--- src/rtl/alu_writeback_unit.sv ---
// Writeback stage behind the ALU. It holds the architectural flags and resolves branches,
// and it buffers register-file writes in a 2-entry FIFO with a valid/ready write port.
module alu_writeback_unit #(
    parameter int DATA_WIDTH         = 8,
    parameter int ADDR_WIDTH         = 3,
    parameter int ZERO_REG_HARDWIRED = 1
) (
    input  logic                  clk,
    input  logic                  reset,
    input  logic                  in_valid,
    output logic                  in_ready,
    input  logic [DATA_WIDTH-1:0] in_result,
    input  logic                  in_zero,
    input  logic                  in_negative,
    input  logic                  in_carry,
    input  logic [ADDR_WIDTH-1:0] in_rd,
    input  logic                  in_reg_write,
    input  logic                  in_flag_write,
    input  logic                  in_is_branch,
    input  logic [1:0]            in_cond,
    output logic                  wb_valid,
    input  logic                  wb_ready,
    output logic [ADDR_WIDTH-1:0] wb_addr,
    output logic [DATA_WIDTH-1:0] wb_data,
    output logic                  flag_z,
    output logic                  flag_n,
    output logic                  flag_c,
    output logic                  branch_valid,
    output logic                  branch_taken,
    output logic [7:0]            wb_count
);

    localparam logic [1:0] S_EMPTY = 2'd0;
    localparam logic [1:0] S_ONE   = 2'd1;
    localparam logic [1:0] S_TWO   = 2'd2;

    logic [1:0]            r_state;
    logic [ADDR_WIDTH-1:0] r_head_addr, r_tail_addr;
    logic [DATA_WIDTH-1:0] r_head_data, r_tail_data;
    logic                  r_flag_z, r_flag_n, r_flag_c;
    logic                  r_branch_valid, r_branch_taken;
    logic [7:0]            r_wb_count;

    logic w_accept, w_rd_zero, w_enq, w_pop, w_cond_taken;

    // Handshake flags come straight from state so in_ready never sees wb_ready.
    assign in_ready  = (r_state != S_TWO);
    assign wb_valid  = (r_state != S_EMPTY);
    assign w_accept  = in_valid && in_ready;
    assign w_rd_zero = (ZERO_REG_HARDWIRED != 0) && (in_rd == '0);
    assign w_enq     = w_accept && in_reg_write && !w_rd_zero;
    assign w_pop     = wb_valid && wb_ready;

    always_comb begin
        w_cond_taken = 1'b1;
        case (in_cond)
            2'b00:   w_cond_taken = 1'b1;
            2'b01:   w_cond_taken = in_zero;
            2'b10:   w_cond_taken = !in_zero;
            default: w_cond_taken = in_negative;
        endcase
    end

    always_ff @(posedge clk or posedge reset) begin
        if (reset) begin
            r_state     <= S_EMPTY;
            r_head_addr <= '0;
            r_head_data <= '0;
            r_tail_addr <= '0;
            r_tail_data <= '0;
        end else begin
            case (r_state)
                S_EMPTY: begin
                    if (w_enq) begin
                        r_head_addr <= in_rd;
                        r_head_data <= in_result;
                        r_state     <= S_ONE;
                    end
                end
                S_ONE: begin
                    // Simultaneous push and pop: the incoming entry replaces the head directly.
                    case ({w_enq, w_pop})
                        2'b10: begin
                            r_tail_addr <= in_rd;
                            r_tail_data <= in_result;
                            r_state     <= S_TWO;
                        end
                        2'b01: r_state <= S_EMPTY;
                        2'b11: begin
                            r_head_addr <= in_rd;
                            r_head_data <= in_result;
                        end
                        default: ;
                    endcase
                end
                S_TWO: begin
                    if (w_pop) begin
                        r_head_addr <= r_tail_addr;
                        r_head_data <= r_tail_data;
                        r_state     <= S_ONE;
                    end
                end
                default: r_state <= S_EMPTY;
            endcase
        end
    end

    always_ff @(posedge clk or posedge reset) begin
        if (reset) begin
            r_flag_z       <= 1'b0;
            r_flag_n       <= 1'b0;
            r_flag_c       <= 1'b0;
            r_branch_valid <= 1'b0;
            r_branch_taken <= 1'b0;
            r_wb_count     <= 8'd0;
        end else begin
            if (w_accept && in_flag_write) begin
                r_flag_z <= in_zero;
                r_flag_n <= in_negative;
                r_flag_c <= in_carry;
            end
            r_branch_valid <= w_accept && in_is_branch;
            if (w_accept && in_is_branch)
                r_branch_taken <= w_cond_taken;
            if (w_pop)
                r_wb_count <= r_wb_count + 8'd1;
        end
    end

    assign wb_addr      = r_head_addr;
    assign wb_data      = r_head_data;
    assign flag_z       = r_flag_z;
    assign flag_n       = r_flag_n;
    assign flag_c       = r_flag_c;
    assign branch_valid = r_branch_valid;
    assign branch_taken = r_branch_taken;
    assign wb_count     = r_wb_count;

endmodule

--- config.mk ---
export PLATFORM = sky130hd
export DESIGN_NAME = alu_writeback_unit
export DESIGN_NICKNAME = d
export VERILOG_FILES = /design/src/rtl/alu_writeback_unit.sv
export SDC_FILE = /design/constraint.sdc
export NUM_CORES = 1
export LEC_CHECK = 0
export ABC_AREA = 1
export ABC_CLOCK_PERIOD_IN_PS = 2650
export BUFFER_PORTS_ARGS = -buffer_cell sky130_fd_sc_hd__buf_2
export CAP_MARGIN = 10
export CORE_ASPECT_RATIO = 1.5
export CORE_MARGIN = 5
export CORE_UTILIZATION = 25
export CTS_BUF_LIST = sky130_fd_sc_hd__clkbuf_2
export DETAILED_ROUTE_END_ITERATION = 10
export GPL_TIMING_DRIVEN = 1
export PLACE_DENSITY = 0.51
export SYNTH_ARGS = -nofsm -noshare
export SYNTH_HDL_FRONTEND = slang
export SYNTH_SLANG_ARGS = --single-unit
--- constraint.sdc ---
create_clock -name clk -period 2.65 [get_ports clk]
set_input_delay 0.53 -clock clk [delete_from_list [all_inputs] [get_ports clk]]
set_output_delay 0.53 -clock clk [all_outputs]
set_load 0.005 [all_outputs]
==> summary.txt, run 1 <==
Post-Syn Nets = 253
CTS-repair resized insts = 0
Internal Pwr Total = 989 uW
share of power burned in registers = 55.1%
Filler cells = 780
final setup violation count = 0
core area = 6940 sq um
Relative slew margins = 55.8%
Worst setup startpoint = r_state[1]$_DFFE_PP0P_
antenna violations before repair = 0
WL final = 4300 microns
die width = 79.2 microns
hold buffers post-CTS = 0
# diodes = 0
cell taking the most area after synthesis = dfrtp_1
RSZ-0062 raised after global routing = no
CTS tree = built
Clock Sinks = 37
H-tree Lvls = 2
Clock Skew = 0.00625 ns
initial drt markers = 67
Distinct cells, synth = 26
top-area cell type share of the netlist area = 51.6%
crit-path max FO = 14
Final period util = 82.6%
RD Place Congestion = 0.778
root buf cell = clkbuf_2
Syn. warnings = 0
Setup Buffers After CTS = 0
Synth area leaders = dfrtp_1 (52%), nand2_1 (20%), nand3_1 (10%)
final number of hold-violating endpoints = 0
EDFF count, synth = 0
post-synthesis sequential area ratio = 51.6%
Via density = 4.38
Post-Syn Instances = 229
maximum VDD drop = 0.189 mV
Die Y = 114 microns
Layout Nets = 302
sum of negative setup slack = 0 ns
Period minus WS final = 2.19 ns
Post-DP HPWL = 3330 microns
PortBufs = 48
vias = 1560
min-delay worst type = primary input to asynchronous set/reset pin
Clock Latency Late Sink = 0.38 ns
drt wl/cell = 12.1 microns
Min Hold Slack = 0.215 ns
worst flop-to-flop path startpoint = r_state[1]$_DFFE_PP0P_
Main synth FF type = dfrtp_1
ratio of cells with drive above 1 in the final layout = 24.8%
I/O pin count = 49
Area Growth Syn to Fin = 19.2%
flops & latches, synth = 37
power density over cell area = 723 nW/um^2
P_sw = 558 uW
critical path class = flip-flop to flip-flop
die area = 9010 sq um
first-pass GRT wire length = 7290 microns
Std-Cell Rows = 37
Clock Power Share = 15.8%
Synth async-reset ratio = 100%
Leakage Power = 1.22 nW
Arrival @ worst endpoint = 2.47 ns
Peak Freq = 457 MHz
Cell Area, Synth = 1800 sq um
ANT nets after route = 0
fin util = 30.8%
worst endpoint required time = 2.93 ns
clock slew seen by the registers of the worst setup and hold paths = 0.18 ns
CP Capture Type = flip-flop
largest net degree at the start of global routing = 38
Starting Density = 25.9%
Startpoint Class = flip-flop
max-cap violations = 0
status = finished clean
Comb pwr share = 29.1%
grt total ovfl = 0
Max Root-Sink Buffers = 2
sw frac = 36.1%
mean area per synthesized cell = 7.84 sq um
GRT Total Usage = 10.1%
Slew Viols, Final = 0
vias in the first global route = 1526
drt pass-1 iters = 4
drc violations = 0
Num CTS Buffers = 5
worst slew pin tran = 0.661 ns
worst max-delay path, cell delays in order (launching register included):
cell	delay, ns
dfrtp_1	0.61
nand2_2	0.16
nand2_1	0.11
nor2_1	0.54
nand2_1	0.46
nand2_1	0.14
o21ai_1	0.07
path summary, 6_finish.rpt:
kind                            slack, ns                         end  depth (start not counted)
worst max-delay path                 0.46  r_tail_addr[2]$_DFFE_PP0P_                          6
worst min-delay path                 0.22     wb_count[7]$_DFFE_PP0P_                          3
min in group clk                     0.37      branch_valid$_DFF_PP0_                          3
max in group asynchronous            2.09  r_tail_data[5]$_DFFE_PP0P_                          3
worst min register to register       0.49      wb_data[4]$_DFFE_PP0P_                          2
worst max register to register       0.46  r_tail_addr[2]$_DFFE_PP0P_                          6
cells in the final DEF, fill, tap and decap left out:
cell / synthesis / routed
inv_1: 12 / 12
o21ai_1: 3 / 3
nor2_2: 2 / 2
xnor2_1: 1 / 1
nor3_1: 1 / 1
nand2_2: 4 / 4
a21oi_2: 1 / 1
buf_4: 1 / 3
inv_2: 2 / 2
ha_1: 1 / 1
clkinv_1: 0 / 1
nand3b_1: 1 / 1
o211ai_1: 1 / 1
nand3_2: 1 / 1
a21oi_1: 2 / 2
clkinv_2: 1 / 1
nand4_1: 2 / 2
xor2_1: 3 / 3
nand2_1: 98 / 98
clkbuf_2: 0 / 6
o21ai_0: 2 / 2
nor2_1: 7 / 7
nand2_4: 1 / 1
buf_2: 4 / 48
dfrtp_1: 37 / 37
nand3_1: 37 / 37
layer usage:
metal | global-route usage [%] | routed length [microns]
met2 | 17.8 | 2220
met4 | 4.47 | 79
met5 | 0 | 0
met3 | 2.37 | 181
met1 | 11.4 | 1810
Yosys cell counts, types with 3 or more instances:
cell type  instances
nand2_1           98
dfrtp_1           37
nand3_1           37
inv_1             12
nor2_1             7
buf_2              4
nand2_2            4
clkbuf_1           3
o21ai_1            3
xor2_1             3
state kept, by name, summed over array words and instances, names as in the netlist, 2 cells and up:
| name | cells |
|---|---|
| r_tail_addr | 3 |
| r_state | 2 |
| wb_count | 8 |
| r_tail_data | 8 |
| wb_data | 8 |
| wb_addr | 3 |
final cells by class:
type                            count  area [sq um]  share of cell area [%]
Sequential cell                    37           926                    43.3
Multi-Input combinational cell    168           762                    35.6
Timing Repair Buffer               51           263                    12.3
Tap cell                           78          97.6                    4.56
Inverter                           15          57.6                    2.69
Clock buffer                        6          30.0                    1.40
Clock inverter                      1          3.75                   0.175
power groups by stage:
stage	clock, mW	sequential, mW	combinational, mW
2_1_floorplan	0	0.856	0.273
3_5_place_dp	0	0.868	0.464
4_1_cts	0.255	0.855	0.465
3_3_place_gp	0	0.868	0.454
5_1_grt	0.276	0.881	0.530
6_report	0.244	0.853	0.451
logic make-up (layout without fill, tap and decap cells):
logic type,after synthesis,after routing,synth area share (%)
xor gates and xnor gates,4,4,1.95
and+or+nand+nor,154,154,36.9
buffers and inverters,24,73,5.99
adders and majority gates,1,1,0.697
DFF,37,37,51.6
AOI/OAI and AO/OA,9,9,2.86
through the flow:
step	total power, mW	setup slack, ns	instance area [sq um]	instances
CTS	1.58	0.426	2140	356
detailed placement	1.33	0.456	2110	349
finish	1.55	0.461	2140	356
floorplan	1.13	1.29	1800	229
global placement	1.32	0.483	2110	349
global route	1.69	0.164	2140	356
Note: power is estimated with default switching activity, not from simulation.
==> run 2: changes to the inputs <==
--- a/config.mk
+++ b/config.mk
@@ -6,7 +6,7 @@
 export NUM_CORES = 1
 export LEC_CHECK = 0
 export ABC_AREA = 1
-export ABC_CLOCK_PERIOD_IN_PS = 2650
+export ABC_CLOCK_PERIOD_IN_PS = 1850
 export BUFFER_PORTS_ARGS = -buffer_cell sky130_fd_sc_hd__buf_2
 export CAP_MARGIN = 10
 export CORE_ASPECT_RATIO = 1.5
@@ -15,7 +15,7 @@
 export CTS_BUF_LIST = sky130_fd_sc_hd__clkbuf_2
 export DETAILED_ROUTE_END_ITERATION = 10
 export GPL_TIMING_DRIVEN = 1
-export PLACE_DENSITY = 0.51
+export PLACE_DENSITY = 0.53
 export SYNTH_ARGS = -nofsm -noshare
 export SYNTH_HDL_FRONTEND = slang
 export SYNTH_SLANG_ARGS = --single-unit
==> constraint.sdc (replaced) <==
create_clock -name clk -period 1.85 [get_ports clk]
set_input_delay 0.37 -clock clk [delete_from_list [all_inputs] [get_ports clk]]
set_output_delay 0.37 -clock clk [all_outputs]
set_load 0.005 [all_outputs]
==> summary.txt, run 2 (synthesis gave the netlist of run 1 again) <==
DR WL met3 = 170 microns (-6.1%)
CTS tree = built
vias in the first global route = 1680 (+10%)
Clock Sinks = 37 (unchanged)
sum of negative setup slack = 0 ns (unchanged)
final setup violation count = 0 (unchanged)
Final Worst Setup Slack = 0.113 ns (-0.347 ns)
Arrival @ worst endpoint = 1.37 ns (-1.10 ns)
crit-path max FO = 15 (+1)
slowest cell on the critical path = dfrtp_1
Area Growth Syn to Fin = 20.6%
CP delay by family, top = buffers and inverters
worst reg2reg path depth = 5 (-1)
Die Y = 114 microns (unchanged)
worst endpoint required time = 1.48 ns (-1.45 ns)
Clock Latency Late Sink = 0.37 ns (about the same)
core area = 6940 sq um (unchanged)
ANT nets after route = 0 (unchanged)
Slew Viols, Final = 0 (unchanged)
Leakage Power = 1.23 nW (+1.3%)
vias = 1554 (-0.38%)
Post-DP HPWL = 3420 microns (+2.6%)
critical path class = flip-flop to primary output
Relative slew margins = 68.2% (+12 points)
first-pass GRT wire length = 7670 microns (+5.3%)
die width = 79.2 microns (unchanged)
top routing layer in use = met4
Placement Setup Slack = 0.298 ns (-0.158 ns)
maximum VDD drop = 0.268 mV (+42%)
drt wl/cell = 12.1 microns (+0.27%)
Num CTS Buffers = 5 (unchanged)
flop2flop setup slack = 0.30 ns (-0.16 ns)
# diodes = 0 (unchanged)
drc violations = 0 (unchanged)
Layout Nets = 305 (+0.99%)
largest net degree at the start of global routing = 38 (unchanged)
PortBufs = 48 (unchanged)
CP Capture Type = primary output
critical-path cell list = inv_4 -> nand2_2 -> buf_4 -> buf_2
H-tree Lvls = 2 (unchanged)
Peak Freq = 576 MHz
initial drt markers = 59 (-12%)
met2 wire length = 2380 microns (+7.0%)
M1 WL = 1740 microns (-4.0%)
Startpoint Class = flip-flop
max-cap violations = 0 (unchanged)
post-route total power = 2.23 mW (+44%)
Period minus WS final = 1.74 ns
antenna violations before repair = 0 (unchanged)
hold buffers post-CTS = 0 (unchanged)
I/O pin count = 49 (unchanged)
final cell count without fillers = 359 (+0.84%)
fin util = 31.2% (+0.36 points)
Post-DP Area = 2130 sq um (+1.1%)
Std-Cell Rows = 37 (unchanged)
grt total ovfl = 0 (unchanged)
commonest non-fill, non-tap cell in the layout = nand2_1
RD Place Congestion = 0.775 (-0.37%)
RSZ-0062 raised after global routing = no
Buf/Inv on CP = 3 (+3)
root buf cell = clkbuf_2
worst flop-to-flop path startpoint = r_state[1]$_DFFE_PP0P_
power density over cell area = 1030 nW/um^2 (+42%)
ratio of cells with drive above 1 in the final layout = 25.6% (+0.80 points)
most frequent cells in the layout = nand2_1 (98), buf_2 (48), nand3_1 (37), dfrtp_1 (37), inv_1 (12)
drt pass-1 iters = 3 (-1)
Via density = 4.33 (-1.2%)
Finished Cell Area = 2160 sq um (+1.2%)
Min Hold Slack = 0.0775 ns (-0.138 ns)
worst slew pin tran = 0.477 ns (-0.183 ns)
CP max stage delay = 0.45 ns (-0.16 ns)
WL final = 4350 microns (+1.1%)
status = finished clean
r2r endpoint = r_tail_addr[2]$_DFFE_PP0P_
Clock Skew = 0.0154 ns (+0.00916 ns)
Final period util = 93.9%
clock slew seen by the registers of the worst setup and hold paths = 0.18 ns (about the same)
Starting Density = 25.9% (unchanged)
final number of hold-violating endpoints = 0 (unchanged)
Max Root-Sink Buffers = 2 (unchanged)
placed instance count = 352 (+0.86%)
min-delay worst type = primary input to asynchronous set/reset pin
die area = 9010 sq um (unchanged)
GRT Total Usage = 10.6% (+0.54 points)
-- run 2: cell types whose count changed in the layout (fill, tap and decap cells not counted), sizes merged --
cell,delta
buf,+3
-- run 2: layout make-up --
type | count | area, sq um
clock buffer | 6 | 30.0
clock inverter | 1 | 3.75
fill | 784 | 4780
inverter | 15 | 60.1
multi-input combinational | 168 | 762
sequential | 37 | 926
tap | 78 | 97.6
timing repair buffer | 54 | 285
-- run 2: tightest hold or removal path, delay by kind of cell --
kind                   cells  cell delay, ns
buffers and inverters      3            0.54
-- run 2: timing repair --
action,4_1_cts,5_1_grt
setup buffers,0,0
gates resized for setup,0,1
setup endpoints to repair,0,1
hold endpoints to repair,0,0
-- run 2: routing by layer --
layer | GRT usage (%) | vias to the layer above
met2 | 19.9 | 23
met3 | 2.61 | 4
met4 | 4.13 | 0
met1 | 11.1 | 698
li1 | - | 829
met5 | 0 | -
-- run 2: worst max path at each step --
stage / cells past startpoint / startpoint / slack, ns / end
floorplan: 7 / r_state[1]$_DFFE_PP0P_ / 0.63 / wb_addr[2]$_DFFE_PP0P_
global placement: 5 / r_state[1]$_DFFE_PP0P_ / 0.29 / r_tail_addr[2]$_DFFE_PP0P_
detailed placement: 6 / r_state[0]$_DFFE_PP0P_ / 0.30 / r_state[1]$_DFFE_PP0P_
CTS: 4 / r_state[0]$_DFFE_PP0P_ / 0.01 / in_ready
global route: 4 / r_state[0]$_DFFE_PP0P_ / 0.03 / in_ready
finish: 4 / r_state[0]$_DFFE_PP0P_ / 0.11 / in_ready
-- run 2: report_power, final --
part	switching [mW]	internal (mW)	total, mW
sequential	0.172	1.05	1.22
clock	0.256	0.0884	0.344
combinational	0.375	0.285	0.661
==> run 3: changes to the inputs <==
--- a/config.mk
+++ b/config.mk
@@ -15,6 +15,7 @@
 export CTS_BUF_LIST = sky130_fd_sc_hd__clkbuf_2
 export DETAILED_ROUTE_END_ITERATION = 10
 export GPL_TIMING_DRIVEN = 1
+export MAX_ROUTING_LAYER = met4
 export PLACE_DENSITY = 0.53
 export SYNTH_ARGS = -nofsm -noshare
 export SYNTH_HDL_FRONTEND = slang
==> summary.txt, run 3 (synthesis gave the netlist of run 1 again) <==
status = finished clean
Via density = 4.33 (+0.13%)
Internal Pwr Total = 1.42 mW (about the same)
maximum VDD drop = 0.267 mV (-0.33%)
Max Root-Sink Buffers = 2 (unchanged)
worst endpoint required time = 1.48 ns (about the same)
WL final = 4350 microns (about the same)
CP Capture Type = primary output
ratio of cells with drive above 1 in the final layout = 25.6% (unchanged)
core area = 6940 sq um (unchanged)
CP max stage delay = 0.45 ns (about the same)
Clock Sinks = 37 (unchanged)
sum of negative setup slack = 0 ns (unchanged)
I/O pin count = 49 (unchanged)
final number of hold-violating endpoints = 0 (unchanged)
root buf cell = clkbuf_2
share of power burned in registers = 54.9% (about the same)
Clock Latency Late Sink = 0.37 ns (about the same)
Layout Nets = 305 (unchanged)
final setup violation count = 0 (unchanged)
worst slew pin tran = 0.477 ns (-0.000778 ns)
critical path capture point = in_ready
clock slew seen by the registers of the worst setup and hold paths = 0.18 ns (about the same)
vias in the first global route = 1684 (+0.24%)
Period minus WS final = 1.74 ns (+0.00489 ns)
crit-path max FO = 15 (unchanged)
min-delay worst type = primary input to asynchronous set/reset pin
first-pass GRT wire length = 7670 microns (about the same)
Post-DP HPWL = 3420 microns (unchanged)
RSZ-0062 raised after global routing = no
Filler cells = 784 (unchanged)
RD Place Congestion = 0.786 (+1.4%)
CTS tree = built
Clock Skew = 0.0163 ns (+0.000903 ns)
drt wl/cell = 12.1 microns (about the same)
Die Y = 114 microns (unchanged)
Comb pwr share = 29.6% (about the same)
antenna violations before repair = 0 (unchanged)
Leakage Power = 1.23 nW (unchanged)
flop2flop setup slack = 0.30 ns (about the same)
grt total ovfl = 0 (unchanged)
Post-DP Area = 2130 sq um (unchanged)
Startpoint Class = flip-flop
Final period util = 94.1% (+0.26 points)
H-tree Lvls = 2 (unchanged)
vias = 1556 (+0.13%)
drc violations = 0 (unchanged)
worst reg2reg path depth = 5 (unchanged)
Placement Setup Slack = 0.298 ns (unchanged)
PortBufs = 48 (unchanged)
critical path class = flip-flop to primary output
GRT Total Usage = 10.9% (+0.30 points)
initial drt markers = 54 (-8.5%)
max-cap violations = 0 (unchanged)
Relative slew margins = 68.2% (about the same)
Finished Cell Area = 2160 sq um (unchanged)
Clock Power Share = 15.5% (about the same)
most frequent cells in the layout = nand2_1 (98), buf_2 (48), nand3_1 (37), dfrtp_1 (37), inv_1 (12)
sw frac = 36.1% (about the same)
Final Worst Setup Slack = 0.108 ns (-0.00489 ns)
largest net degree at the start of global routing = 38 (unchanged)
Min Hold Slack = 0.0732 ns (-0.00433 ns)
Slew Viols, Final = 0 (unchanged)
Arrival @ worst endpoint = 1.37 ns (about the same)
Area Growth Syn to Fin = 20.6% (unchanged)
ANT nets after route = 0 (unchanged)
slowest cell on the critical path = dfrtp_1
die width = 79.2 microns (unchanged)
# diodes = 0 (unchanged)
die area = 9010 sq um (unchanged)
Std-Cell Rows = 37 (unchanged)
drt pass-1 iters = 4 (+1)
Worst setup startpoint = r_state[0]$_DFFE_PP0P_
Starting Density = 25.9% (unchanged)
P_sw = 803 uW (about the same)
critical-path cell list = inv_4 -> nand2_2 -> buf_4 -> buf_2
worst flop-to-flop path startpoint = r_state[1]$_DFFE_PP0P_
Num CTS Buffers = 5 (unchanged)
Peak Freq = 574 MHz (-0.28%)
power density over cell area = 1030 nW/um^2 (about the same)
r2r endpoint = r_tail_addr[2]$_DFFE_PP0P_
commonest non-fill, non-tap cell in the layout = nand2_1
## run 3: cell counts in the layout (fill, tap and decap cells not counted)
No cell type changed its count.
## run 3: per-stage QoR
| step | total power [mW] | util, % | std cells |
|---|---|---|---|
| after detailed placement | 1.92 | 30.6 | 352 |
| after global routing | 2.43 | 31.2 | 359 |
| after CTS | 2.28 | 31.1 | 359 |
| after global placement | 1.90 | 30.6 | 352 |
| after floorplan | 1.62 | - | 229 |
| final | 2.23 | 31.2 | 359 |
## run 3: power by group through the flow
stage | logic [mW] | registers, mW | clock network, mW
6_report | 0.660 | 1.22 | 0.345
5_1_grt | 0.775 | 1.26 | 0.396
4_1_cts | 0.681 | 1.23 | 0.370
3_5_place_dp | 0.679 | 1.24 | 0
3_3_place_gp | 0.660 | 1.24 | 0
2_1_floorplan | 0.391 | 1.23 | 0
## run 3: area by class of cell
cell class | instances | area (sq um) | share of cell area (%)
Sequential cell | 37 | 926 | 42.8
Multi-Input combinational cell | 168 | 762 | 35.2
Timing Repair Buffer | 54 | 285 | 13.2
Tap cell | 78 | 97.6 | 4.51
Inverter | 15 | 60.1 | 2.77
Clock buffer | 6 | 30.0 | 1.39
Clock inverter | 1 | 3.75 | 0.173
## run 3: worst min path at each step
stage                                     startpoint                    endpoint  slack (ns)  cells past startpoint
after global routing                           reset     wb_count[7]$_DFFE_PP0P_        0.11                      3
after CTS                                      reset      branch_valid$_DFF_PP0_        0.06                      3
after detailed placement      wb_data[6]$_DFFE_PP0P_      wb_data[6]$_DFFE_PP0P_        0.46                      2
after floorplan           r_tail_addr[0]$_DFFE_PP0P_  r_tail_addr[0]$_DFFE_PP0P_        0.44                      2
final                                          reset    branch_taken$_DFFE_PP0P_        0.07                      3
after global placement    r_tail_data[7]$_DFFE_PP0P_  r_tail_data[7]$_DFFE_PP0P_        0.46                      2
## run 3: timing repair
action / in CTS / in global routing
buffers inserted: 0 / 0
endpoints found under the setup margin: 0 / 1
resized for setup: 0 / 1
hold buffers: 0 / 0
## run 3: layer usage
| layer | track usage (%) | vias to the layer above | share of wire, % |
|---|---|---|---|
| met1 | 11.2 | 699 | 40 |
| met4 | 4.13 | 0 | 1.9 |
| li1 | - | 828 | - |
| met2 | 20.0 | 24 | 54 |
| met5 | - | - | 0 |
| met3 | 2.45 | 5 | 3.7 |
## run 3: worst max-delay path, delay by kind of cell, from the launching register on
| family | cells | cell delay [ns] |
|---|---|---|
| buffers and inverters | 3 | 0.48 |
| and+or+nand+nor | 1 | 0.07 |
| DFF | 1 | 0.45 |
